### src/rtl/cnn_conv1d_scheduler_if.sv
// Bundle of layer-config, weight-load, activation-window, pipeline and output-buffer
// signals between the conv1d scheduler (master) and its surroundings (slave).
interface cnn_conv1d_scheduler_if #(
    parameter int DATA_WIDTH         = 8,
    parameter int PARALLEL_MAC_UNITS = 4,
    parameter int ADDR_WIDTH         = 12,
    parameter int CNT_WIDTH          = 12,
    parameter int IDX_WIDTH          = (PARALLEL_MAC_UNITS > 1) ? $clog2(PARALLEL_MAC_UNITS) : 1
);
    // Handshakes: a transfer happens on a clk edge where valid and ready are both high;
    // valid never waits on ready, and the payload holds steady while valid is high and ready low.
    logic                                           start;
    logic [CNT_WIDTH-1:0]                           num_outputs;
    logic [CNT_WIDTH-1:0]                           stride;
    logic [ADDR_WIDTH-1:0]                          in_base;
    logic [ADDR_WIDTH-1:0]                          out_base;

    logic                                           wgt_wr_en;
    logic [IDX_WIDTH-1:0]                           wgt_wr_idx;
    logic signed [DATA_WIDTH-1:0]                   wgt_wr_data;

    logic                                           busy;
    logic                                           done;

    logic [ADDR_WIDTH-1:0]                          win_addr;
    logic [PARALLEL_MAC_UNITS-1:0][DATA_WIDTH-1:0]  win_data;

    logic                                           pipe_valid_in;
    logic                                           pipe_ready_out;
    logic [PARALLEL_MAC_UNITS-1:0][DATA_WIDTH-1:0]  pipe_data_in;
    logic [PARALLEL_MAC_UNITS-1:0][DATA_WIDTH-1:0]  pipe_weights_in;
    logic                                           pipe_valid_out;
    logic                                           pipe_ready_in;
    logic signed [DATA_WIDTH-1:0]                   pipe_data_out;

    logic                                           out_wr_en;
    logic                                           out_wr_ready;
    logic [ADDR_WIDTH-1:0]                          out_wr_addr;
    logic [DATA_WIDTH-1:0]                          out_wr_data;

    logic [1:0]                                     dbg_state;

    modport master (
        input  start, num_outputs, stride, in_base, out_base,
        input  wgt_wr_en, wgt_wr_idx, wgt_wr_data,
        output busy, done,
        output win_addr,
        input  win_data,
        output pipe_valid_in, pipe_data_in, pipe_weights_in,
        input  pipe_ready_out,
        input  pipe_valid_out, pipe_data_out,
        output pipe_ready_in,
        output out_wr_en, out_wr_addr, out_wr_data,
        input  out_wr_ready,
        output dbg_state
    );

    modport slave (
        output start, num_outputs, stride, in_base, out_base,
        output wgt_wr_en, wgt_wr_idx, wgt_wr_data,
        input  busy, done,
        input  win_addr,
        output win_data,
        input  pipe_valid_in, pipe_data_in, pipe_weights_in,
        output pipe_ready_out,
        output pipe_valid_out, pipe_data_out,
        input  pipe_ready_in,
        input  out_wr_en, out_wr_addr, out_wr_data,
        output out_wr_ready,
        input  dbg_state
    );
endinterface

### src/rtl/cnn_conv1d_scheduler.sv
// Drives one CNN MAC pipeline through a 1-D convolution pass: issues activation windows
// with the local tap bank, and retires ReLU'd results to sequential output addresses.
module cnn_conv1d_scheduler #(
    parameter int DATA_WIDTH         = 8,
    parameter int PARALLEL_MAC_UNITS = 4,
    parameter int ADDR_WIDTH         = 12,
    parameter int CNT_WIDTH          = 12
) (
    input  logic                   clk,
    input  logic                   rst,
    cnn_conv1d_scheduler_if.master sched_if
);
    typedef enum logic [1:0] {
        IDLE  = 2'd0,
        RUN   = 2'd1,
        DRAIN = 2'd2,
        DONE  = 2'd3
    } state_e;

    state_e                                         state_q, state_d;
    logic [CNT_WIDTH-1:0]                           num_q, num_d;
    logic [CNT_WIDTH-1:0]                           stride_q, stride_d;
    logic [CNT_WIDTH-1:0]                           issue_cnt_q, issue_cnt_d;
    logic [CNT_WIDTH-1:0]                           retire_cnt_q, retire_cnt_d;
    logic [ADDR_WIDTH-1:0]                          out_base_q, out_base_d;
    logic [ADDR_WIDTH-1:0]                          win_addr_q, win_addr_d;
    logic [PARALLEL_MAC_UNITS-1:0][DATA_WIDTH-1:0]  wgt_q, wgt_d;

    logic issuing;
    logic retiring;
    logic issue_fire;
    logic retire_fire;
    logic last_issue;
    logic last_retire;

    assign issuing     = (state_q == RUN) && (issue_cnt_q < num_q);
    assign retiring    = (state_q == RUN) || (state_q == DRAIN);
    assign issue_fire  = issuing && sched_if.pipe_ready_out;
    assign retire_fire = retiring && sched_if.pipe_valid_out && sched_if.out_wr_ready;
    assign last_issue  = (issue_cnt_q + CNT_WIDTH'(1)) == num_q;
    assign last_retire = (retire_cnt_q + CNT_WIDTH'(1)) == num_q;

    always_comb begin
        state_d      = state_q;
        num_d        = num_q;
        stride_d     = stride_q;
        out_base_d   = out_base_q;
        issue_cnt_d  = issue_cnt_q;
        retire_cnt_d = retire_cnt_q;
        win_addr_d   = win_addr_q;
        wgt_d        = wgt_q;

        if (retire_fire) begin
            retire_cnt_d = retire_cnt_q + CNT_WIDTH'(1);
        end

        unique case (state_q)
            IDLE: begin
                if (sched_if.wgt_wr_en) begin
                    wgt_d[sched_if.wgt_wr_idx] = sched_if.wgt_wr_data;
                end
                if (sched_if.start) begin
                    num_d        = sched_if.num_outputs;
                    stride_d     = sched_if.stride;
                    out_base_d   = sched_if.out_base;
                    win_addr_d   = sched_if.in_base;
                    issue_cnt_d  = '0;
                    retire_cnt_d = '0;
                    state_d      = (sched_if.num_outputs == '0) ? DONE : RUN;
                end
            end
            RUN: begin
                // Window address is an accumulator: in_base + issue_cnt*stride, wrapping.
                if (issue_fire) begin
                    issue_cnt_d = issue_cnt_q + CNT_WIDTH'(1);
                    win_addr_d  = win_addr_q + ADDR_WIDTH'(stride_q);
                    if (last_issue) begin
                        state_d = DRAIN;
                    end
                end
            end
            DRAIN: begin
                if ((retire_fire && last_retire) || (retire_cnt_q == num_q)) begin
                    state_d = DONE;
                end
            end
            DONE: begin
                state_d = IDLE;
            end
            default: begin
                state_d = IDLE;
            end
        endcase
    end

    always_ff @(posedge clk) begin
        if (rst) begin
            state_q      <= IDLE;
            num_q        <= '0;
            stride_q     <= '0;
            out_base_q   <= '0;
            issue_cnt_q  <= '0;
            retire_cnt_q <= '0;
            win_addr_q   <= '0;
            wgt_q        <= '0;
        end else begin
            state_q      <= state_d;
            num_q        <= num_d;
            stride_q     <= stride_d;
            out_base_q   <= out_base_d;
            issue_cnt_q  <= issue_cnt_d;
            retire_cnt_q <= retire_cnt_d;
            win_addr_q   <= win_addr_d;
            wgt_q        <= wgt_d;
        end
    end

    assign sched_if.busy            = retiring;
    assign sched_if.done            = (state_q == DONE);
    assign sched_if.win_addr        = win_addr_q;
    assign sched_if.pipe_valid_in   = issuing;
    assign sched_if.pipe_data_in    = sched_if.win_data;
    assign sched_if.pipe_weights_in = wgt_q;
    assign sched_if.pipe_ready_in   = retiring && sched_if.out_wr_ready;
    assign sched_if.out_wr_en       = retire_fire;
    assign sched_if.out_wr_addr     = out_base_q + ADDR_WIDTH'(retire_cnt_q);
    assign sched_if.out_wr_data     = sched_if.pipe_data_out;
    assign sched_if.dbg_state       = state_q;

    win_addr_hold_a : assert property (@(posedge clk) disable iff (rst)
        (sched_if.pipe_valid_in && !sched_if.pipe_ready_out) |=> $stable(sched_if.win_addr));

endmodule

### src/flat_wrapper.sv
// flat-port wrapper written by rule: the top's interface ports become plain ports
module cnn_conv1d_scheduler_flat 
#(
    parameter int DATA_WIDTH         = 8,
    parameter int PARALLEL_MAC_UNITS = 4,
    parameter int ADDR_WIDTH         = 12,
    parameter int CNT_WIDTH          = 12
)
  (clk, rst, sched_if_start, sched_if_num_outputs, sched_if_stride, sched_if_in_base, sched_if_out_base, sched_if_wgt_wr_en, sched_if_wgt_wr_idx, sched_if_wgt_wr_data, sched_if_busy, sched_if_done, sched_if_win_addr, sched_if_win_data, sched_if_pipe_valid_in, sched_if_pipe_data_in, sched_if_pipe_weights_in, sched_if_pipe_ready_out, sched_if_pipe_valid_out, sched_if_pipe_data_out, sched_if_pipe_ready_in, sched_if_out_wr_en, sched_if_out_wr_addr, sched_if_out_wr_data, sched_if_out_wr_ready, sched_if_dbg_state);
  cnn_conv1d_scheduler_if #(.DATA_WIDTH(DATA_WIDTH), .PARALLEL_MAC_UNITS(PARALLEL_MAC_UNITS), .ADDR_WIDTH(ADDR_WIDTH), .CNT_WIDTH(CNT_WIDTH)) sched_if_i ();
  input  logic clk;
  input  logic rst;
  input wire logic [$bits(sched_if_i.start)-1:0] sched_if_start;
  input wire logic [$bits(sched_if_i.num_outputs)-1:0] sched_if_num_outputs;
  input wire logic [$bits(sched_if_i.stride)-1:0] sched_if_stride;
  input wire logic [$bits(sched_if_i.in_base)-1:0] sched_if_in_base;
  input wire logic [$bits(sched_if_i.out_base)-1:0] sched_if_out_base;
  input wire logic [$bits(sched_if_i.wgt_wr_en)-1:0] sched_if_wgt_wr_en;
  input wire logic [$bits(sched_if_i.wgt_wr_idx)-1:0] sched_if_wgt_wr_idx;
  input wire logic [$bits(sched_if_i.wgt_wr_data)-1:0] sched_if_wgt_wr_data;
  output wire logic [$bits(sched_if_i.busy)-1:0] sched_if_busy;
  output wire logic [$bits(sched_if_i.done)-1:0] sched_if_done;
  output wire logic [$bits(sched_if_i.win_addr)-1:0] sched_if_win_addr;
  input wire logic [$bits(sched_if_i.win_data)-1:0] sched_if_win_data;
  output wire logic [$bits(sched_if_i.pipe_valid_in)-1:0] sched_if_pipe_valid_in;
  output wire logic [$bits(sched_if_i.pipe_data_in)-1:0] sched_if_pipe_data_in;
  output wire logic [$bits(sched_if_i.pipe_weights_in)-1:0] sched_if_pipe_weights_in;
  input wire logic [$bits(sched_if_i.pipe_ready_out)-1:0] sched_if_pipe_ready_out;
  input wire logic [$bits(sched_if_i.pipe_valid_out)-1:0] sched_if_pipe_valid_out;
  input wire logic [$bits(sched_if_i.pipe_data_out)-1:0] sched_if_pipe_data_out;
  output wire logic [$bits(sched_if_i.pipe_ready_in)-1:0] sched_if_pipe_ready_in;
  output wire logic [$bits(sched_if_i.out_wr_en)-1:0] sched_if_out_wr_en;
  output wire logic [$bits(sched_if_i.out_wr_addr)-1:0] sched_if_out_wr_addr;
  output wire logic [$bits(sched_if_i.out_wr_data)-1:0] sched_if_out_wr_data;
  input wire logic [$bits(sched_if_i.out_wr_ready)-1:0] sched_if_out_wr_ready;
  output wire logic [$bits(sched_if_i.dbg_state)-1:0] sched_if_dbg_state;
  assign sched_if_i.start = sched_if_start;
  assign sched_if_i.num_outputs = sched_if_num_outputs;
  assign sched_if_i.stride = sched_if_stride;
  assign sched_if_i.in_base = sched_if_in_base;
  assign sched_if_i.out_base = sched_if_out_base;
  assign sched_if_i.wgt_wr_en = sched_if_wgt_wr_en;
  assign sched_if_i.wgt_wr_idx = sched_if_wgt_wr_idx;
  assign sched_if_i.wgt_wr_data = sched_if_wgt_wr_data;
  assign sched_if_busy = sched_if_i.busy;
  assign sched_if_done = sched_if_i.done;
  assign sched_if_win_addr = sched_if_i.win_addr;
  assign sched_if_i.win_data = sched_if_win_data;
  assign sched_if_pipe_valid_in = sched_if_i.pipe_valid_in;
  assign sched_if_pipe_data_in = sched_if_i.pipe_data_in;
  assign sched_if_pipe_weights_in = sched_if_i.pipe_weights_in;
  assign sched_if_i.pipe_ready_out = sched_if_pipe_ready_out;
  assign sched_if_i.pipe_valid_out = sched_if_pipe_valid_out;
  assign sched_if_i.pipe_data_out = sched_if_pipe_data_out;
  assign sched_if_pipe_ready_in = sched_if_i.pipe_ready_in;
  assign sched_if_out_wr_en = sched_if_i.out_wr_en;
  assign sched_if_out_wr_addr = sched_if_i.out_wr_addr;
  assign sched_if_out_wr_data = sched_if_i.out_wr_data;
  assign sched_if_i.out_wr_ready = sched_if_out_wr_ready;
  assign sched_if_dbg_state = sched_if_i.dbg_state;
  cnn_conv1d_scheduler #(.DATA_WIDTH(DATA_WIDTH), .PARALLEL_MAC_UNITS(PARALLEL_MAC_UNITS), .ADDR_WIDTH(ADDR_WIDTH), .CNT_WIDTH(CNT_WIDTH)) u_core (.clk(clk), .rst(rst), .sched_if(sched_if_i));
endmodule
### config.mk
export PLATFORM = sky130hd
export DESIGN_NAME = cnn_conv1d_scheduler_flat
export DESIGN_NICKNAME = d
export VERILOG_FILES = /design/src/rtl/cnn_conv1d_scheduler_if.sv /design/src/rtl/cnn_conv1d_scheduler.sv /design/src/flat_wrapper.sv
export SDC_FILE = /design/constraint.sdc
export NUM_CORES = 1
export LEC_CHECK = 0
export ABC_CLOCK_PERIOD_IN_PS = 2500
export CORE_UTILIZATION = 43
export CTS_CLUSTER_SIZE = 8
export DETAILED_ROUTE_END_ITERATION = 10
export GPL_TIMING_DRIVEN = 1
export PLACE_DENSITY = 0.86
export SYNTH_ARGS = -nofsm -noshare
export SYNTH_HDL_FRONTEND = slang
export SYNTH_SLANG_ARGS = --single-unit
### constraint.sdc
create_clock -name clk -period 2.5 [get_ports clk]
set_input_delay 0.625 -clock clk [delete_from_list [all_inputs] [get_ports clk]]
set_output_delay 0.625 -clock clk [all_outputs]
set_load 0.02 [all_outputs]
# Word level (Yosys, flattened, before mapping)
# Index checks and enable logic that the tools add are counted.
dict set report classes {
  add_sub_neg 4
  magnitude_cmp 3
  n_eq_ne 10
  mux 18
  reduce_logical 16
}
# op count
set op_table {}
lappend op_table {{$mux W12} 7}
lappend op_table {{$pmux W12 S2} 2}
lappend op_table {{$eq A12 B12 Y1} 3}
lappend op_table {{$bwmux W32} 1}
lappend op_table {{$add A12 B1 Y12 const B} 2}
lappend op_table {{$add A12 B12 Y12} 2}
lappend op_table {{$demux W8 S2} 1}
lappend op_table {{$logic_not A12 Y1} 1}
lappend op_table {{$lt A12 B12 Y1} 1}
lappend op_table {{$mux W2} 5}
lappend op_table {{$mux W8} 1}
lappend op_table {{$pmux W2 S4} 1}
lappend op_table {{$logic_and A1 B1 Y1} 7}
lappend op_table {{$eq A2 B2 Y1 const B} 2}
lappend op_table {{$ne A2 B1 Y1 const B} 2}
lappend op_table {{$ne A2 B2 Y1 const B} 2}
lappend op_table {{$reduce_and A2 Y1} 2}
lappend op_table {{$reduce_and A4 Y1} 1}
lappend op_table {{$lt A2 B3 Y1 const B} 1}
lappend op_table {{$reduce_and A3 Y1} 1}
lappend op_table {{$eq A2 B1 Y1 const B} 1}
lappend op_table {{$ge A2 B1 Y1 const B} 1}
lappend op_table {{$logic_not A2 Y1} 1}
lappend op_table {{$logic_or A1 B1 Y1} 2}
lappend op_table {{$reduce_bool A2 Y1} 1}
dict set report totals {
  register_bits 106
  out_inout_bits 103
  wordCells 62
}

# Logic depth before layout (Yosys ltp)
dict set report logic_depth {
  depth_word 8
  depth_mapped 11
  depth_no_buf 10
}

# Worst setup path after synthesis
# No wires, ideal clock.
dict set report synth_path {
  path_kind {register to register}
  startpoint {register u_core.state_q[0] (netlist: u_core.sched_if.dbg_state[0])}
  endpoint {register u_core.state_q[1] (netlist: u_core.sched_if.dbg_state[1])}
  setup_ns 0.121
  arrival_ns 2.645
  required_time_ns 2.379
  setup_slack_ns -0.266
  path_stages_with_launch 11
  path_buffers 0
  cell_sequence {dfxtp_1 > inv_1 > ha_1 > and2_1 > nand2_1 > inv_2 > o211ai_1 > nor4_1 > o2111a_1 > o211a_1 > mux2_4}
}
dict set report synth_between {
  elab_chain_cells 8
  word_cells_on_any_way 17
  classes_between {7 x eq/ne; 1 x mux; 9 x reduce/logical}
}
# element line_no
set synth_lines {}
lappend synth_lines {{start: declaration} cnn_conv1d_scheduler.sv:20} ;# state_e state_q, state_d;
lappend synth_lines {{start signal: assignment} cnn_conv1d_scheduler.sv:107} ;# state_q <= state_d;
lappend synth_lines {{$eq A2 B1 Y1 / $eq A2 B2 Y1 (equally long branches)} cnn_conv1d_scheduler.sv:37} ;# assign retiring = (state_q == RUN) || (state_q == DRAIN);
lappend synth_lines {{$logic_or A1 B1 Y1 *} cnn_conv1d_scheduler.sv:37}
lappend synth_lines {{via sched_if_busy} flat_wrapper.sv:21} ;# output wire logic [$bits(sched_if_i.busy)-1:0] sched_if_busy;
lappend synth_lines {{$logic_and A1 B1 Y1 * (2 in series)} cnn_conv1d_scheduler.sv:39} ;# assign retire_fire = retiring && sched_if.pipe_valid_out && sched_if.out_wr_ready;
lappend synth_lines {{via sched_if_out_wr_en} flat_wrapper.sv:32} ;# output wire logic [$bits(sched_if_i.out_wr_en)-1:0] sched_if_out_wr_en;
lappend synth_lines {{$logic_and A1 B1 Y1 *} cnn_conv1d_scheduler.sv:83} ;# if ((retire_fire && last_retire) || (retire_cnt_q == num_q)) begin
lappend synth_lines {{$logic_or A1 B1 Y1 *} cnn_conv1d_scheduler.sv:83}
lappend synth_lines {{$ne A2 B2 Y1 (no line) *} -}
lappend synth_lines {{$reduce_and A4 Y1 (no line) *} -}
# Mark *: on every way through the listed nets, which the timed path passes. The rest lies on a longest branch.
# A chain may end at the register's enable or synchronous reset.

# Final worst setup path
dict set report layout_path {
  startpoint {register u_core.out_base_q[0]}
  endpoint {output port sched_if_out_wr_addr[10]}
}
dict set report layout_between {
  elab_chain_cells 1
}
# element line_no
set layout_lines {}
lappend layout_lines {{start: declaration} cnn_conv1d_scheduler.sv:25} ;# logic [ADDR_WIDTH-1:0] out_base_q, out_base_d;
lappend layout_lines {{start signal: assignment} cnn_conv1d_scheduler.sv:110} ;# out_base_q <= out_base_d;
lappend layout_lines {{$add A12 B12 Y12} cnn_conv1d_scheduler.sv:126} ;# assign sched_if.out_wr_addr = out_base_q + ADDR_WIDTH'(retire_cnt_q);
lappend layout_lines {{end: declaration} flat_wrapper.sv:33} ;# output wire logic [$bits(sched_if_i.out_wr_addr)-1:0] sched_if_out_wr_addr;
# No other way between the ends.

==> impl_metrics.toml <==
[outcome]
status = "finished with violations"
violations = "negative setup slack"

[finish]
diodes = 0
regArea_sq_um = 2146
drive_gt1_frac = 0.1893
fillers = 1201
utilization = 0.5964
syn_to_final_growth_pct = 34.85
multi_input_area_sq_um = 4035
nets = 1130

[cts]
clk_latency_ns = 0.36
cts_tree = "built"
cts_root_buf = "clkbuf_16"
cts.path.max_buffers = 2
holdBufCountCts = 0
cts.sink_count = 106
h-tree-depth = 3
clk_pin_slew_ns = 0.08
cts_buffers = 9

[synth]
synthFlopType = "dfxtp_1"
syn_area_sq_um = 6452
synth_cells = 844
synth-edff-count = 0
synth.area.top_cells = "dfxtp_1 33%, nand2_1 10%, a21oi_1 8.7%"
synth.distinct_cells = 66
syn_nets = 991
yosys.area.top_type_share = 0.3289
async_reset_ff_frac = 0
synth.avg_cell_area_sq_um = 7.645
synth_top_area_cell = "dfxtp_1"
synth.ff_latch_count = 106
yosysWarningCount = 0
seq_area_frac_synth = 0.3289

[grt]
grt_pass1_wl_um = 29510
overflow = 0
grt_max_degree = 47
grt_usage = 0.2324
antenna_found_initial = 0
grt_pass1_vias = 6132

[pwr]
leakage_nw = 3.347
power_density_nw_per_um2 = 756.1
max-vdd-ir-drop_v = 0.0006775

[detailed_routing]
first_iter_violations = 438
wl_um = 18750
wl_per_cell_um = 15.99
via_per_inst = 5.518
dr.pass1.iters = 5
drcViolationCount = 0
route.vias.total = 6467
ant_nets = 0

[setup_path]
critPathKind = "reg -> out"
worstSetupEndpointType = "output pin"
critPathMaxFanout = 3
cp.arrival_ns = 2.36
start_kind = "flop"
critPathRequiredTime_ns = 1.88

[timing]
period_share = 1.193
setup_violations = 10
skew_ns = 0.01046
worst_slack_ns = -0.4831
period_needed_ns = 2.983
hold_viol = 0
max_freq_mhz = 335.2
rsz0062_at_grt = "true"
slew-limit-headroom = 0.6562
tightest_slew_ns = 0.5125
drv_slew = 0
hold_slack_ns = 0.4562

[place]
dp_hpwl_um = 12860
place.gp.congestion = 0.8892
placement.io_buffers = 127

[die]
start_util = 0.4423
rows = 44
die_h_um = 124.5
io_pins = 208
die_w_um = 124.5
dieArea_sq_um = 15500
core_area_sq_um = 14590

[hold_path]
hp-class = "reg -> reg"

[flow_run]
drv_cap = 0
-- stage by stage --
step                      cell area [sq um]  power, mW  setup TNS (ns)  setup WS, ns  std cells
after floorplan                        6506      3.915       -0.005227     -0.005227        844
after global placement                 8124      4.936          -3.295       -0.5834       1149
after detailed placement               8124      5.001          -3.714       -0.6215       1149
after CTS                              8492      6.470          -1.932       -0.4499       1168
after global routing                   8701      6.955          -3.435       -0.5791       1172
final                                  8701      6.579          -2.505       -0.4831       1172
-- area by class of cell --
class | instances | share of cell area
repair buffers | 207 | 0.2144
inverters | 32 | 0.01409
clock inverters | 6 | 0.007190
clock buffers | 10 | 0.02747
multi-input cells | 627 | 0.4638
well taps | 184 | 0.02646
flip-flops and latches | 106 | 0.2466
-- flip-flops by register name, summed over array words and instances, names as in the netlist --
name and cells:
u_core.sched_if.pipe_weights_in 32, u_core.issue_cnt_q 12, u_core.num_q 12, u_core.out_base_q 12, u_core.retire_cnt_q 12, u_core.sched_if.win_addr 12
u_core.stride_q 12, u_core.sched_if.dbg_state 2
-- cell usage after synthesis, types with 6 or more instances --
library cell,number
nand2_1,174
a21oi_1,112
dfxtp_1,106
nor2_1,44
buf_4,40
ha_1,40
xnor2_1,35
clkbuf_1,34
o21ai_0,32
inv_1,30
nand3_1,16
xor2_1,15
or3_1,14
and2_1,11
a211oi_1,10
nand4_1,10
nor2b_1,10
nor3_1,9
o21a_1,7
a21o_1,6
-- critical path, stage by stage (launching register included) --
cell	delay, ns
dfxtp_2	0.36
ha_4	0.14
inv_2	0.03
fa_2	0.35
nor2b_2	0.18
o21ai_2	0.08
a21oi_2	0.17
o21ai_2	0.08
a21oi_2	0.19
o21a_1	0.16
o211ai_1	0.09
buf_4	0.17
-- kinds of logic after synthesis --
group,share of synthesized area
AND/OR/NAND/NOR,0.2300
AO/OA/AOI/OAI,0.1891
buffers and inverters,0.08861
flip-flops,0.3289
XOR/XNOR,0.06787
adder cells (fa/ha/maj),0.08377
multiplexers,0.01183
-- metal layers --
metal	track usage	wire, um	up-vias
met5	0	0	-
met4	0.1063	573	0
met3	0.06100	1336	47
met2	0.3822	9084	264
met1	0.2828	7751	3018
li1	-	-	3138
-- worst paths after layout --
check | cells after the start | endpoint | startpoint | slack (ns)
setup / recovery | 11 | sched_if_out_wr_addr[10] | u_core.out_base_q[0] | -0.48
hold / removal | 2 | u_core.sched_if.pipe_weights_in[18] | u_core.sched_if.pipe_weights_in[18] | 0.46
setup reg to reg | 9 | u_core.sched_if.dbg_state[1] | u_core.retire_cnt_q[1] | -0.01
hold reg to reg | 2 | u_core.sched_if.pipe_weights_in[18] | u_core.sched_if.pipe_weights_in[18] | 0.46
-- what timing repair did --
action / in CTS / in global routing
resized for setup: 75 / 47
setup buffers: 3 / 4
setup endpoints to repair: 25 / 33
pin swaps: 18 / 25
hold endpoints to repair: 0 / 0
-- layout by cell type, fill, tap and decap left out, types with 10 or more instances in the layout --
| cell | n |
|---|---|
| a21oi_1 | 105 |
| and2_1 | 10 |
| buf_4 | 85 |
| clkdlybuf4s50_1 | 112 |
| dfxtp_1 | 91 |
| dfxtp_2 | 13 |
| ha_1 | 32 |
| inv_1 | 27 |
| nand2_1 | 172 |
| nand3_1 | 14 |
| nand4_1 | 10 |
| nor2_1 | 42 |
| o21ai_0 | 26 |
| or3_1 | 14 |
| xnor2_1 | 32 |
| xor2_1 | 15 |
-- where the power goes --
group | switching (mW) | total [mW] | internal (mW) | leakage [nW]
combinational | 1.68 | 3.03 | 1.35 | 2.33
sequential | 0.168 | 2.09 | 1.92 | 0.871
clock | 0.724 | 1.46 | 0.735 | 0.149
Note: power is estimated with default switching activity, not from simulation.
